## config.mk

```make
export PLATFORM = sky130hd
export DESIGN_NAME = fetch
export DESIGN_NICKNAME = d
export VERILOG_FILES = /design/src/rtl/fetch.sv
export SDC_FILE = /design/constraint.sdc
export NUM_CORES = 1
export LEC_CHECK = 0
export BUFFER_PORTS_ARGS = -buffer_cell sky130_fd_sc_hd__buf_2
export CORE_UTILIZATION = 40
export CTS_CLUSTER_SIZE = 16
export DETAILED_ROUTE_END_ITERATION = 6
export GPL_TIMING_DRIVEN = 0
export PLACE_DENSITY = 0.77
export SYNTH_ARGS = -nofsm -noshare
export SYNTH_HDL_FRONTEND = slang
export SYNTH_SLANG_ARGS = --single-unit
```

## constraint.sdc

```tcl
create_clock -name i_CLK -period 1.43 [get_ports i_CLK]
set_input_delay 0.2145 -clock i_CLK [delete_from_list [all_inputs] [get_ports i_CLK]]
set_output_delay 0.2145 -clock i_CLK [all_outputs]
set_load 0.02 [all_outputs]
```

## src/rtl/fetch.sv

```systemverilog
// fetch: instruction fetch stage; one outstanding imem request, honours flush and hold.
// Define FETCH_MISALIGN_CHECK_EN to trap misaligned PCs in a FAULT state instead of masking them.
module fetch #(
    parameter logic [31:0] RESET_INSTR = 32'h0000_0013
) (
    input  logic        i_CLK,
    input  logic        i_RST,
    input  logic [31:0] i_PC,
    input  logic        i_FLUSH,
    input  logic        i_HOLD,
    output logic        o_IMEM_REQ,
    output logic [31:0] o_IMEM_ADDR,
    input  logic        i_IMEM_GNT,
    input  logic        i_IMEM_RVALID,
    input  logic [31:0] i_IMEM_RDATA,
    output logic [31:0] o_INSTRUCTION,
    output logic        o_EN,
    output logic        o_FAULT
);
    typedef enum logic [2:0] {
        IDLE, REQ, WAIT, VALID, DRAIN
`ifdef FETCH_MISALIGN_CHECK_EN
        , FAULT
`endif
    } state_t;

    state_t state;
    logic   misalign;

`ifdef FETCH_MISALIGN_CHECK_EN
    assign misalign = (state == REQ) & (i_PC[1:0] != 2'b00) & ~i_FLUSH;
    assign o_FAULT  = state == FAULT;
`else
    logic unused_pc_lsb;
    assign unused_pc_lsb = ^i_PC[1:0];
    assign misalign      = 1'b0;
    assign o_FAULT       = 1'b0;
`endif

    assign o_IMEM_REQ  = (state == REQ) & ~misalign;
    assign o_IMEM_ADDR = o_IMEM_REQ ? {i_PC[31:2], 2'b00} : 32'h0;
    assign o_EN        = (state == VALID) & ~i_HOLD & ~i_FLUSH;

    always_ff @(posedge i_CLK) begin
        if (i_RST) begin
            state         <= IDLE;
            o_INSTRUCTION <= RESET_INSTR;
        end else begin
            case (state)
                IDLE:  state <= REQ;
                REQ: begin
                    if (o_IMEM_REQ && i_IMEM_GNT)
                        state <= i_FLUSH ? DRAIN : WAIT;
`ifdef FETCH_MISALIGN_CHECK_EN
                    else if (misalign)
                        state <= FAULT;
`endif
                end
                WAIT: begin
                    if (i_IMEM_RVALID) begin
                        if (!i_FLUSH)
                            o_INSTRUCTION <= i_IMEM_RDATA;
                        state <= i_FLUSH ? REQ : VALID;
                    end else if (i_FLUSH) begin
                        state <= DRAIN;
                    end
                end
                VALID: state <= (i_FLUSH || !i_HOLD) ? REQ : VALID;
                // the stale beat retires the outstanding request even if a new flush arrives
                DRAIN: state <= i_IMEM_RVALID ? REQ : DRAIN;
`ifdef FETCH_MISALIGN_CHECK_EN
                FAULT: state <= i_FLUSH ? REQ : FAULT;
`endif
                default: state <= IDLE;
            endcase
        end
    end
endmodule

```

==> metrics.md <==
| Metric | Value |
|---|---|
| Status | `finished, violations left` |
| Failing checks | `setup timing` |
| Clock transition at path regs | `0.07 ns` |
| Tcrit/Tclk final | `113%` |
| Initial antenna violation count | `0` |
| Total die area | `0.00487 mm²` |
| Final net count | `421` |
| Min-delay src | `i_IMEM_RDATA[8]` |
| CP bufs+invs | `2` |
| Leading cell types in the layout, fill and taps excluded | `buf_2, nand2b_1, buf_6` |
| Hold path cells | `3` |
| # DRC | `0` |
| Total wire length | `5.58 mm` |
| Buffers added on ports | `130` |
| GRT Total Usage | `21.6%` |
| Max Clk Rate | `618 MHz` |
| Final cell count without fillers | `403` |
| Unique masters post-synth | `25` |
| Syn Inst Count | `198` |
| Reg2reg setup slack | `-0.09 ns` |
| Drt via density | `4.78` |
| Placed cells | `382` |
| Critical path, cell by cell | `nor2b_4, and2b_4, buf_8, and2_4, buf_6` |
| HP Class | `input pin to flip-flop` |
| CTS Sinks | `35` |
| Final worst slack | `-0.187 ns` |
| Die Width | `69.8 µm` |
| Worst R2R End | `o_INSTRUCTION[26]$_SDFFE_PP0P_` |
| Max-cap violations | `0` |
| Crit-path max cell delay | `0.35 ns` |
| Core area | `0.00438 mm²` |
| Initial Util | `41.9%` |
| Leading post-synthesis cells by cell area | `dfxtp_1, nand2b_1, mux2i_1` |
| Synthesized area | `0.00184 mm²` |
| Aggregate global routing overflow | `0` |
| FF-to-FF path depth | `6` |
| CTS tree | `done` |
| Crit end category | `output port` |
| Commonest non-fill, non-tap cell in the layout | `buf_2` |
| PwrDens | `769 mW/mm²` |
| Worst-skew pair later-pin latency | `0.28 ns` |
| Multi-input logic area | `0.00115 mm²` |
| Via count | `1927` |
| Root Buffer | `clkbuf_8` |
| Synth Register Bits | `35` |
| Worst-case vdd ir drop | `0.478 mV` |
| Post-route ant nets | `0` |
| DIE HEIGHT | `69.8 µm` |
| Dpl ws | `-0.270 ns` |
| # IOs | `137` |
| Unrepaired setup endpoints after global routing | `true` |
| Vias in the first global route | `1872` |
| Final worst path period need | `1.62 ns` |
| CP Data Required Time | `1.22 ns` |
| CP max stage cell | `dfxtp_4` |
| Final count of negative-setup-slack endpoints | `63` |
| Synth top area share | `38.1%` |
| Startpoint Class | `flip-flop` |
| PnR Total Power | `2.43 mW` |
| First-pass GRT wire length | `8.47 mm` |
| Crit path max fanout | `7` |
| Final Skew | `0.00459 ns` |
| Antenna cells | `0` |
| CP arrival | `1.40 ns` |
| Largest net degree at the start of global routing | `11` |
| Starting DRT DRC Count | `59` |
| DR WL/cell | `13.8 µm` |
| Initial DRT Pass Iterations | `4` |
| Leakage | `1.48 nW` |
| CTS H-Tree Depth | `2` |
| Layout cells sized above 1 | `56.4%` |
| Area leader, netlist | `dfxtp_1` |
| Synth Warn # | `0` |
| Seq. cell area | `709 µm²` |
| Final-report hold violation count | `0` |
| Area delta synth->final | `71.7%` |
| Setup CP Type | `flip-flop to output port` |
| Crit-path leading delay family | `simple AND/OR/NAND/NOR gates` |
| Num rows | `24` |
| FILL cells | `325` |
| HPWL after DPL | `3.48 mm` |
| Gpl congestion | `0.835` |
| Reg2Reg Launch Point | `state[0]$_SDFFE_PP0P_` |
| Min-Delay Endpoint | `o_INSTRUCTION[8]$_SDFFE_PP0P_` |
| Inserted Clock Buffers | `5` |
| Clk buf depth | `2` |
| Sequential share of the synthesized area | `38.1%` |
| Post-synthesis area per instance | `9.28 µm²` |
| Max-slew violations | `0` |
## power breakdown
| group | switching, mW | internal (mW) | total [mW] | leakage [nW] |
|---|---|---|---|---|
| Clock | 0.348 | 0.378 | 0.726 | 0.0470 |
| Sequential | 0.00598 | 0.984 | 0.990 | 0.284 |
| Combinational | 0.307 | 0.405 | 0.712 | 1.15 |
| Total | 0.661 | 1.77 | 2.43 | 1.48 |
## kinds of logic (layout without fill, tap and decap cells)
family	Yosys count	in the layout	share of synthesized area [%]
muxes	32	32	17.4
buffers and inverters	18	169	5.65
DFF	35	35	38.1
other	1	3	0.204
and+or+nand+nor	105	105	35.7
AOI/OAI and AO/OA	7	7	2.86
## registers in the layout, summed over array words and instances, names as in the netlist
name and count:
o_INSTRUCTION 32, state 3
## worst max-delay path by stage
| stage | start | to | slack (ns) | cells past startpoint |
|---|---|---|---|---|
| after floorplan | state[1]$_SDFFE_PP0P_ | o_EN | 0.02 | 2 |
| after global placement | state[0]$_SDFFE_PP0P_ | o_IMEM_ADDR[14] | -0.25 | 5 |
| after detailed placement | state[0]$_SDFFE_PP0P_ | o_IMEM_ADDR[14] | -0.27 | 5 |
| after CTS | state[2]$_SDFFE_PP0P_ | o_IMEM_ADDR[16] | -0.20 | 5 |
| after global routing | state[0]$_SDFFE_PP0P_ | o_IMEM_ADDR[28] | -0.26 | 5 |
| final | state[0]$_SDFFE_PP0P_ | o_IMEM_ADDR[14] | -0.19 | 5 |
## stage by stage
step / area [µm²] / setup TNS (ns) / utilization (%) / hold slack (ns)
CTS: 3020 / -7.13 / 68.9 / 0.180
detailed placement: 2560 / -5.32 / 58.4 / 0.457
global route: 3160 / -11.80 / 72.0 / 0.182
finish: 3160 / -7.21 / 72.0 / 0.182
floorplan: 1850 / 0 / - / 0.293
global placement: 2560 / -4.60 / 58.4 / 0.454
## per-layer routing
layer	global-route usage [%]	routed length [µm]	vias up
met5	0	0	-
met4	8.44	136	0
met3	6.25	397	14
met2	39.0	2850	104
met1	23.5	2200	870
li1	-	-	939
## Yosys cell counts
library cell / n
and2b_1: 1
nor2b_1: 2
or4b_1: 1
nand3b_1: 1
clkbuf_1: 9
a21o_1: 1
a211oi_1: 1
mux2i_1: 32
nor3b_1: 1
dfxtp_1: 35
nor4_1: 2
and2_1: 30
conb_1: 1
a2111oi_0: 1
buf_2: 2
o22a_1: 1
nor3_4: 1
buf_6: 3
nor2_1: 7
o21ai_0: 1
a22oi_1: 1
nand2b_1: 59
a21boi_0: 1
inv_1: 1
buf_4: 3
## worst min-delay path, cell delays in order
cell,delay [ns]
buf_2,0.09
nand2b_1,0.05
mux2i_1,0.06
## area by class of cell
class | instances | share of cell area (%)
multi-input cells | 147 | 36.3
repair buffers | 145 | 31.9
flip-flops and latches | 35 | 22.5
plain buffers | 16 | 4.32
clock buffers | 6 | 2.62
well taps | 52 | 2.06
clock inverters | 1 | 0.159
inverters | 1 | 0.119
## repair_timing
action,4_1_cts,5_1_grt
buffers inserted,3,6
setup endpoints to repair,32,62
hold buffers,0,0
gates resized for setup,108,23
cloned,3,3
pin swaps,23,9
(Power assumes the default switching activity.)
